$ cat config.mk
export PLATFORM = sky130hd
export DESIGN_NAME = reminder_scheduler_flat
export DESIGN_NICKNAME = d
export VERILOG_FILES = /design/src/rtl/reminder_scheduler_if.sv /design/src/rtl/reminder_scheduler.sv /design/src/flat_wrapper.sv
export SDC_FILE = /design/constraint.sdc
export NUM_CORES = 1
export LEC_CHECK = 0
export CORE_MARGIN = 3
export CORE_UTILIZATION = 60
export CTS_BUF_LIST = sky130_fd_sc_hd__clkbuf_16
export CTS_CLUSTER_DIAMETER = 80
export DETAILED_ROUTE_END_ITERATION = 8
export DONT_BUFFER_PORTS = 1
export GPL_TIMING_DRIVEN = 0
export MAX_ROUTING_LAYER = met4
export PLACE_DENSITY = 0.76
export SYNTH_ARGS = -nofsm -noshare
export SYNTH_HDL_FRONTEND = slang
export SYNTH_SLANG_ARGS = --single-unit
$ cat constraint.sdc
create_clock -name clk -period 2.4 [get_ports clk]
set_clock_uncertainty 0.1 [all_clocks]
set_input_delay 0.36 -clock clk [delete_from_list [all_inputs] [get_ports clk]]
set_output_delay 0.36 -clock clk [all_outputs]
set_load 0.02 [all_outputs]
$ cat src/rtl/reminder_scheduler_if.sv
// rtl/reminder_scheduler_if.sv - tick/level/ack inputs and reminder outputs of the scheduler
interface reminder_scheduler_if;
  logic       tick;
  logic [3:0] water_level;
  logic       ack;
  logic       remind;
  logic       remind_pulse;
  logic       snoozing;
  logic [2:0] miss_count;

  // Driver side: time base, sensor and button; receives the LED/buzzer controls
  modport master (
    output tick, water_level, ack,
    input  remind, remind_pulse, snoozing, miss_count
  );

  // Scheduler side
  modport slave (
    input  tick, water_level, ack,
    output remind, remind_pulse, snoozing, miss_count
  );
endinterface

$ cat src/rtl/reminder_scheduler.sv
// rtl/reminder_scheduler.sv - drink-interval countdown, alert/snooze sequencing, miss tracking (optional REMINDER_ESCALATE_EN)
module reminder_scheduler #(
  parameter int INTERVAL   = 900,
  parameter int SNOOZE_LEN = 300,
  parameter int ALERT_LEN  = 60
) (
  input logic                 clk,
  input logic                 reset_n,
  reminder_scheduler_if.slave bus
);

  localparam int MAX_A = (INTERVAL > SNOOZE_LEN) ? INTERVAL : SNOOZE_LEN;
  localparam int MAX_L = (MAX_A > ALERT_LEN) ? MAX_A : ALERT_LEN;
  localparam int CW    = $clog2(MAX_L + 1);

  localparam logic [CW-1:0] INT_C    = CW'(INTERVAL);
  localparam logic [CW-1:0] SNOOZE_C = CW'(SNOOZE_LEN);
  localparam logic [CW-1:0] ALERT_C  = CW'(ALERT_LEN);
  localparam logic [CW-1:0] ONE_C    = CW'(1);

  localparam logic [1:0] ST_DONE   = 2'd0;
  localparam logic [1:0] ST_WAIT   = 2'd1;
  localparam logic [1:0] ST_ALERT  = 2'd2;
  localparam logic [1:0] ST_SNOOZE = 2'd3;

  logic [1:0]    state;
  logic [CW-1:0] cnt;
  logic [3:0]    lvl_d1;
  logic [3:0]    lvl_d2;
  logic [2:0]    miss_count;
  logic          remind_pulse;

  logic          drink;
  logic          empty;
  logic [2:0]    miss_inc;
  logic [CW-1:0] reload_keep;
  logic [CW-1:0] reload_miss;

  assign drink    = (lvl_d2 > lvl_d1);
  assign empty    = (lvl_d1 == 4'd0);
  assign miss_inc = (miss_count == 3'd7) ? 3'd7 : miss_count + 3'd1;

`ifdef REMINDER_ESCALATE_EN
  // Escalated reload shortens the interval by the miss count, never below one tick
  always_comb begin
    reload_keep = INT_C >> miss_count;
    reload_miss = INT_C >> miss_inc;
    if (reload_keep == '0) reload_keep = ONE_C;
    if (reload_miss == '0) reload_miss = ONE_C;
  end
`else
  assign reload_keep = INT_C;
  assign reload_miss = INT_C;
`endif

  // Level pipeline plus the scheduler FSM; drink beats empty beats ack beats expiry
  always_ff @(posedge clk or negedge reset_n) begin
    if (!reset_n) begin
      state        <= ST_DONE;
      cnt          <= '0;
      lvl_d1       <= 4'd0;
      lvl_d2       <= 4'd0;
      miss_count   <= 3'd0;
      remind_pulse <= 1'b0;
    end else begin
      lvl_d1       <= bus.water_level;
      lvl_d2       <= lvl_d1;
      remind_pulse <= 1'b0;
      if (state != ST_DONE && drink) begin
        state      <= ST_WAIT;
        miss_count <= 3'd0;
        cnt        <= INT_C;
      end else if (state != ST_DONE && empty) begin
        state <= ST_DONE;
      end else begin
        case (state)
          ST_DONE: begin
            if (!empty) begin
              state <= ST_WAIT;
              cnt   <= reload_keep;
            end
          end
          ST_WAIT, ST_SNOOZE: begin
            if (bus.tick) begin
              if (cnt == ONE_C) begin
                state        <= ST_ALERT;
                cnt          <= ALERT_C;
                remind_pulse <= 1'b1;
              end else begin
                cnt <= cnt - ONE_C;
              end
            end
          end
          ST_ALERT: begin
            if (bus.ack) begin
              state <= ST_SNOOZE;
              cnt   <= SNOOZE_C;
            end else if (bus.tick) begin
              if (cnt == ONE_C) begin
                miss_count <= miss_inc;
                state      <= ST_WAIT;
                cnt        <= reload_miss;
              end else begin
                cnt <= cnt - ONE_C;
              end
            end
          end
          default: state <= ST_DONE;
        endcase
      end
    end
  end

  assign bus.remind       = (state == ST_ALERT);
  assign bus.snoozing     = (state == ST_SNOOZE);
  assign bus.miss_count   = miss_count;
  assign bus.remind_pulse = remind_pulse;

endmodule

$ cat src/flat_wrapper.sv
// flat-port wrapper written by rule: the top's interface ports become plain ports
module reminder_scheduler_flat 
#(
  parameter int INTERVAL   = 900,
  parameter int SNOOZE_LEN = 300,
  parameter int ALERT_LEN  = 60
)
  (clk, reset_n, bus_tick, bus_water_level, bus_ack, bus_remind, bus_remind_pulse, bus_snoozing, bus_miss_count);
  reminder_scheduler_if bus_i ();
  input logic clk;
  input logic reset_n;
  input wire logic [$bits(bus_i.tick)-1:0] bus_tick;
  input wire logic [$bits(bus_i.water_level)-1:0] bus_water_level;
  input wire logic [$bits(bus_i.ack)-1:0] bus_ack;
  output wire logic [$bits(bus_i.remind)-1:0] bus_remind;
  output wire logic [$bits(bus_i.remind_pulse)-1:0] bus_remind_pulse;
  output wire logic [$bits(bus_i.snoozing)-1:0] bus_snoozing;
  output wire logic [$bits(bus_i.miss_count)-1:0] bus_miss_count;
  assign bus_i.tick = bus_tick;
  assign bus_i.water_level = bus_water_level;
  assign bus_i.ack = bus_ack;
  assign bus_remind = bus_i.remind;
  assign bus_remind_pulse = bus_i.remind_pulse;
  assign bus_snoozing = bus_i.snoozing;
  assign bus_miss_count = bus_i.miss_count;
  reminder_scheduler #(.INTERVAL(INTERVAL), .SNOOZE_LEN(SNOOZE_LEN), .ALERT_LEN(ALERT_LEN)) u_core (.clk(clk), .reset_n(reset_n), .bus(bus_i));
endmodule
==> results of run 1 <==
-- what timing repair did --
item / 4_1_cts / 5_1_grt
hold buffers: 1 / 0
hold endpoints to repair: 24 / 0
resized for setup: 0 / 3
endpoints found under the setup margin: 0 / 3
-- kinds of logic (layout without fill, tap and decap cells) --
kind of cell / after synthesis / in the layout / share of synthesized area (%)
flip-flops: 24 / 24 / 40.07
AND/OR/NAND/NOR: 72 / 72 / 25.71
adder cells (fa/ha/maj): 7 / 7 / 5.843
buffers and inverters: 16 / 21 / 5.342
AO/OA/AOI/OAI: 50 / 50 / 21.79
XOR/XNOR: 1 / 1 / 0.5844
multiplexers: 1 / 1 / 0.6678
-- state kept, by name, indices dropped and copies added (netlist names) --
register                 flops
u_core.bus.miss_count        3
u_core.bus.remind_pulse      1
u_core.cnt                  10
u_core.lvl_d1                4
u_core.lvl_d2                4
u_core.state                 2
-- cells in the mapped netlist (4+ instances only) --
cell type / n
clkbuf_1: 5
o21ai_0: 7
a211oi_1: 7
or3_1: 6
ha_1: 7
dfrtp_1: 24
nor3_1: 6
a21oi_1: 15
inv_1: 7
nor2b_1: 4
nand2_1: 12
nor2_1: 23
-- per-stage QoR --
stage / worst slack, ns / cell area [um^2]
6_report: 0.09533 / 1658
5_1_grt: 0.02306 / 1658
4_1_cts: 0.1016 / 1649
3_5_place_dp: 0.1054 / 1534
3_3_place_gp: 0.09949 / 1534
2_1_floorplan: 0.3830 / 1499
-- layer usage --
metal | wire, um | part of all wire, %
met4 | 89 | 2.6
met5 | 0 | 0
met3 | 252 | 7.3
met2 | 1546 | 45
met1 | 1546 | 45
-- power breakdown --
| group | leakage [nW] | total [mW] | internal, mW | switching, mW |
|---|---|---|---|---|
| Combinational | 0.374 | 0.314 | 0.128 | 0.186 |
| Clock | 0.0511 | 0.475 | 0.332 | 0.143 |
| Sequential | 0.290 | 0.500 | 0.445 | 0.0553 |
| Total | 0.715 | 1.29 | 0.904 | 0.385 |
-- layout make-up --
type,instances,share of cell area (%)
multi-input cells,131,49.81
clock inverters,1,1.811
plain buffers,9,3.321
inverters,7,1.585
flip-flops and latches,24,36.23
clock buffers,3,4.528
well taps,28,2.113
repair buffers,1,0.6038
-- worst max-delay path: stages, from the launching register on --
cell and delay [ns]:
dfrtp_1 0.41, inv_1 0.09, ha_1 0.22, or2b_2 0.36
nor3_1 0.51, a21oi_1 0.14, a211oi_1 0.25, a32o_1 0.16
-- worst max path at each step --
| stage | from | end | slack [ns] | depth (start not counted) |
|---|---|---|---|---|
| final | u_core.cnt[1] | u_core.state[1] | 0.1 | 7 |
| after global routing | u_core.cnt[1] | u_core.state[1] | 0.02 | 7 |
| after CTS | u_core.cnt[1] | u_core.cnt[2] | 0.10 | 7 |
| after detailed placement | u_core.lvl_d1[1] | u_core.state[0] | 0.11 | 8 |
| after global placement | u_core.lvl_d1[3] | u_core.state[0] | 0.1 | 7 |
| after floorplan | u_core.cnt[1] | u_core.bus.miss_count[0] | 0.38 | 8 |
==> reports/results.ini, run 1 <==
[worst_hold_path]
hold_end=u_core.lvl_d1[0]
hold_path_class=in2reg
hold_depth=0
worstHoldStart=bus_water_level[0]

[setup_path]
reg2reg_to=u_core.state[1]
r2r_slack_ns=0.1
crit_type=reg2reg
reg2reg_from=u_core.cnt[1]
crit_arrival_ns=2.40
r2r_cells=7
start_kind=flop
critPathRequiredTime_ns=2.50
path_max_fanout=5
crit_path_end_kind=flop

[yosys]
synth_area_leader_cell=dfrtp_1
ys_types=46
synth_area_per_cell_um2=8.766
synth_nets=186
netlist_instances=171
netlist_area_um2=1499
synth_edf_count=0
synth_top_area_share_pct=40.07
synthArstFlopShare_pct=100.0
ys_top_cells_by_area=dfrtp_1, ha_1, nor2_1
yosysWarnings=0
seq_area_frac_synth_pct=40.07
ys_ff_latch=24
synth_ff_type=dfrtp_1

[finish]
fillers=171
final_cell_mix=dfrtp_1, nor2_1, a21oi_1, nand2_1
utilization_pct=72.17
synthToLayoutAreaGrowth_pct=10.60
regArea_um2=600.6
fin_cells=204
nNetsFinal=192
multi_input_area_um2=825.8
antennaDiodeCount=0
drive_above_1_share_pct=10.80
final_common_cell=dfrtp_1

[timing]
fin_crit_sh_pct=96.03
whs_ns=0.02573
rsz0062_at_grt=no
slew_headroom_pct=29.30
tightest_slew_ns=1.057
fmax_ghz=0.4339
finalSetupTns_ns=0
report.final.slew_viol_count=0
hold_viol_final=0
setup_violations=0
period_minus_slack_ns=2.305

[global_routing]
use_met2_pct=33.89
grt_pass1_vias=1207
antenna_found_initial=0
gr-total-overflow=0
grt_pass1_wl_um=5602
gr-usage-all-layers_pct=22.84
grt_use_met1_pct=31.21
grt.busiest_layer=met2
met3_usage_pct=4.872
grt_max_degree=25

[routing]
routed_wirelength_um=3434
vias=1343
ant_nets=0
drc=0
post_drt_wl_per_cell_um=16.83
firstDrtPassIters=4
drt_iter0_drc=74
drt-vias-per-instance=6.583

[clock_network]
clock_path_buffers=2
post-cts-setup-buffer-count=0
htreeDepth=1
root_buffer=clkbuf_16
path_clk_slew_ns=0.06
cts_made_buffers=3
cts.sinks=24
clk_latency_ns=0.26
cts_tree=yes

[floorplan]
die_width_um=55.98
dieArea_um2=3134
ios=14
die_h_um=55.98
placementRows=17
start_util_pct=65.25
coreArea_um2=2297

[pwr]
power_leakage_nw=0.7153
powerDensity_nw_per_um2=777.6
power_mw=1.289
vdd_ir_drop_max_mv=0.5305

[place]
placed_cells=199
port_buffers=0
dp_hpwl_um=2394
gp_congestion=0.9437

[flow_run]
drv_cap=0

[status]
status=finished, final reports clean

(Power assumes the default switching activity.)
==> run 2: changes to the inputs <==
--- a/config.mk
+++ b/config.mk
@@ -6,14 +6,13 @@
 export NUM_CORES = 1
 export LEC_CHECK = 0
 export CORE_MARGIN = 3
-export CORE_UTILIZATION = 60
+export CORE_UTILIZATION = 50
 export CTS_BUF_LIST = sky130_fd_sc_hd__clkbuf_16
 export CTS_CLUSTER_DIAMETER = 80
 export DETAILED_ROUTE_END_ITERATION = 8
 export DONT_BUFFER_PORTS = 1
 export GPL_TIMING_DRIVEN = 0
 export MAX_ROUTING_LAYER = met4
-export PLACE_DENSITY = 0.76
 export SYNTH_ARGS = -nofsm -noshare
 export SYNTH_HDL_FRONTEND = slang
 export SYNTH_SLANG_ARGS = --single-unit
==> run 2 against run 1 <==
Worst hold slack worse by 0.0011 ns. Critical path depth is 1 higher. Critical endpoint is now u_core.cnt[4]. Routed wire length is 5.9% higher.
==> reports/results.ini, run 2 (synthesis gave the netlist of run 1 again) <==
[routing]
ant_nets=0
post_drt_wl_per_cell_um=17.49
vias=1301
drt_iter0_drc=132
drt-vias-per-instance=6.255
routed_wirelength_um=3638
drc=0
firstDrtPassIters=4

[place]
port_buffers=0
gp_congestion=0.8415
dp_hpwl_um=2621

[timing]
tightest_slew_ns=0.7078
rsz0062_at_grt=no
whs_ns=0.02462
setup_violations=0
period_minus_slack_ns=2.237
finalSetupTns_ns=0
fin_crit_sh_pct=93.20
report.final.slew_viol_count=0
hold_viol_final=0
slew_headroom_pct=52.38
fmax_ghz=0.4471

[clock_network]
post-cts-setup-buffer-count=0
cts.sinks=24
htreeDepth=1
path_clk_slew_ns=0.07
cts_tree=yes
clock_path_buffers=2
root_buffer=clkbuf_16
clk_latency_ns=0.26
cts_made_buffers=3

[global_routing]
grt_pass1_wl_um=6175
grt_pass1_vias=1277
grt_max_degree=25
gr-total-overflow=0
antenna_found_initial=0
gr-usage-all-layers_pct=23.61

[finish]
fillers=264
drive_above_1_share_pct=11.86
antennaDiodeCount=0
final_common_cell=dfrtp_1
max_flop_register=u_core.cnt
reg_top3=u_core.cnt x10, u_core.lvl_d1 x4, u_core.lvl_d2 x4
synthToLayoutAreaGrowth_pct=11.10
regArea_um2=600.6
final_cell_mix=dfrtp_1, nor2_1, a21oi_1, nand2_1
multi_input_area_um2=835.8
nNetsFinal=193
largest_reg_flops=10

[setup_path]
crit_buf_inv=2
crit_family=simple AND/OR/NAND/NOR gates
critPathRequiredTime_ns=2.42
crit_path_end_kind=flop
cpPeakStageDelay_ns=0.41
crit_type=reg2reg
start_kind=flop
path_cells=inv_1 > ha_1 > or2b_2 > or3_1 > buf_6 > a21oi_1 > a31o_2 > a211oi_1
path_max_fanout=7
critPathSlowestCell=dfrtp_1
crit_arrival_ns=2.26

[worst_hold_path]
hold_path_class=in2reg

[floorplan]
placementRows=19
coreArea_um2=2805
die_width_um=60.75
start_util_pct=53.43
die_h_um=60.75
ios=14
dieArea_um2=3691

[pwr]
vdd_ir_drop_max_mv=0.4301
power_leakage_nw=0.7138
powerDensity_nw_per_um2=713.4

[status]
status=finished, final reports clean

[flow_run]
drv_cap=0

==> run 2: power by group <==
| part | switching [mW] | total [mW] | leakage [nW] | internal [mW] |
|---|---|---|---|---|
| registers | 0.0534 | 0.498 | 0.290 | 0.445 |
| logic | 0.184 | 0.316 | 0.385 | 0.132 |
| clock network | 0.150 | 0.374 | 0.0385 | 0.223 |
| total | 0.388 | 1.19 | 0.714 | 0.800 |
==> run 2: area by class of cell <==
| class | instances | area share, % |
|---|---|---|
| sequential | 24 | 36.06 |
| clock inverter | 1 | 0.2254 |
| tap | 31 | 2.329 |
| timing repair buffer | 2 | 1.803 |
| clock buffer | 3 | 4.508 |
| inverter | 7 | 1.578 |
| multi-input combinational | 131 | 50.19 |
| buffer | 9 | 3.306 |
==> run 2: timing repair <==
action / in CTS / in global routing
hold endpoints to repair: 24 / 0
hold buffers: 2 / 0
setup endpoints to repair: 0 / 6
resized for setup: 0 / 5
==> run 2: metrics by stage <==
step	util [%]	power, mW	instance area (um^2)	setup WS [ns]	instances
floorplan	-	0.7317	1499	0.3830	171
global placement	54.82	0.7883	1538	0.08217	202
detailed placement	54.82	0.7992	1538	0.02738	202
CTS	58.70	1.190	1647	0.008125	208
global route	59.37	1.274	1665	0.02218	208
finish	59.37	1.188	1665	0.1633	208
==> run 2: per-layer routing <==
layer	part of all wire, %	vias up	global-route usage, %	routed length, um
met2	46	44	35.42	1690
met1	46	608	32.28	1665
met4	2.0	0	8.669	72
met3	5.8	9	3.404	210
li1	-	640	-	-
met5	0	-	-	0
==> run 2: path summary, 6_finish.rpt <==
| kind | startpoint | end | slack, ns | cells after the start |
|---|---|---|---|---|
| setup reg to reg | u_core.cnt[1] | u_core.cnt[4] | 0.16 | 8 |
| max in group asynchronous | reset_n | u_core.cnt[2] | 1.63 | 2 |
| hold reg to reg | u_core.lvl_d1[1] | u_core.lvl_d2[1] | 0.32 | 0 |
| min in group asynchronous | reset_n | u_core.lvl_d2[0] | 0.43 | 2 |
| hold / removal | bus_water_level[3] | u_core.lvl_d1[3] | 0.02 | 0 |
| setup / recovery | u_core.cnt[1] | u_core.cnt[4] | 0.16 | 8 |
==> run 2: worst register-to-register path, cell delays in order (launching register included) <==
cell      delay, ns
dfrtp_1        0.41
inv_1          0.09
ha_1           0.21
or2b_2         0.37
or3_1          0.40
buf_6          0.16
a21oi_1        0.16
a31o_2         0.13
a211oi_1       0.06
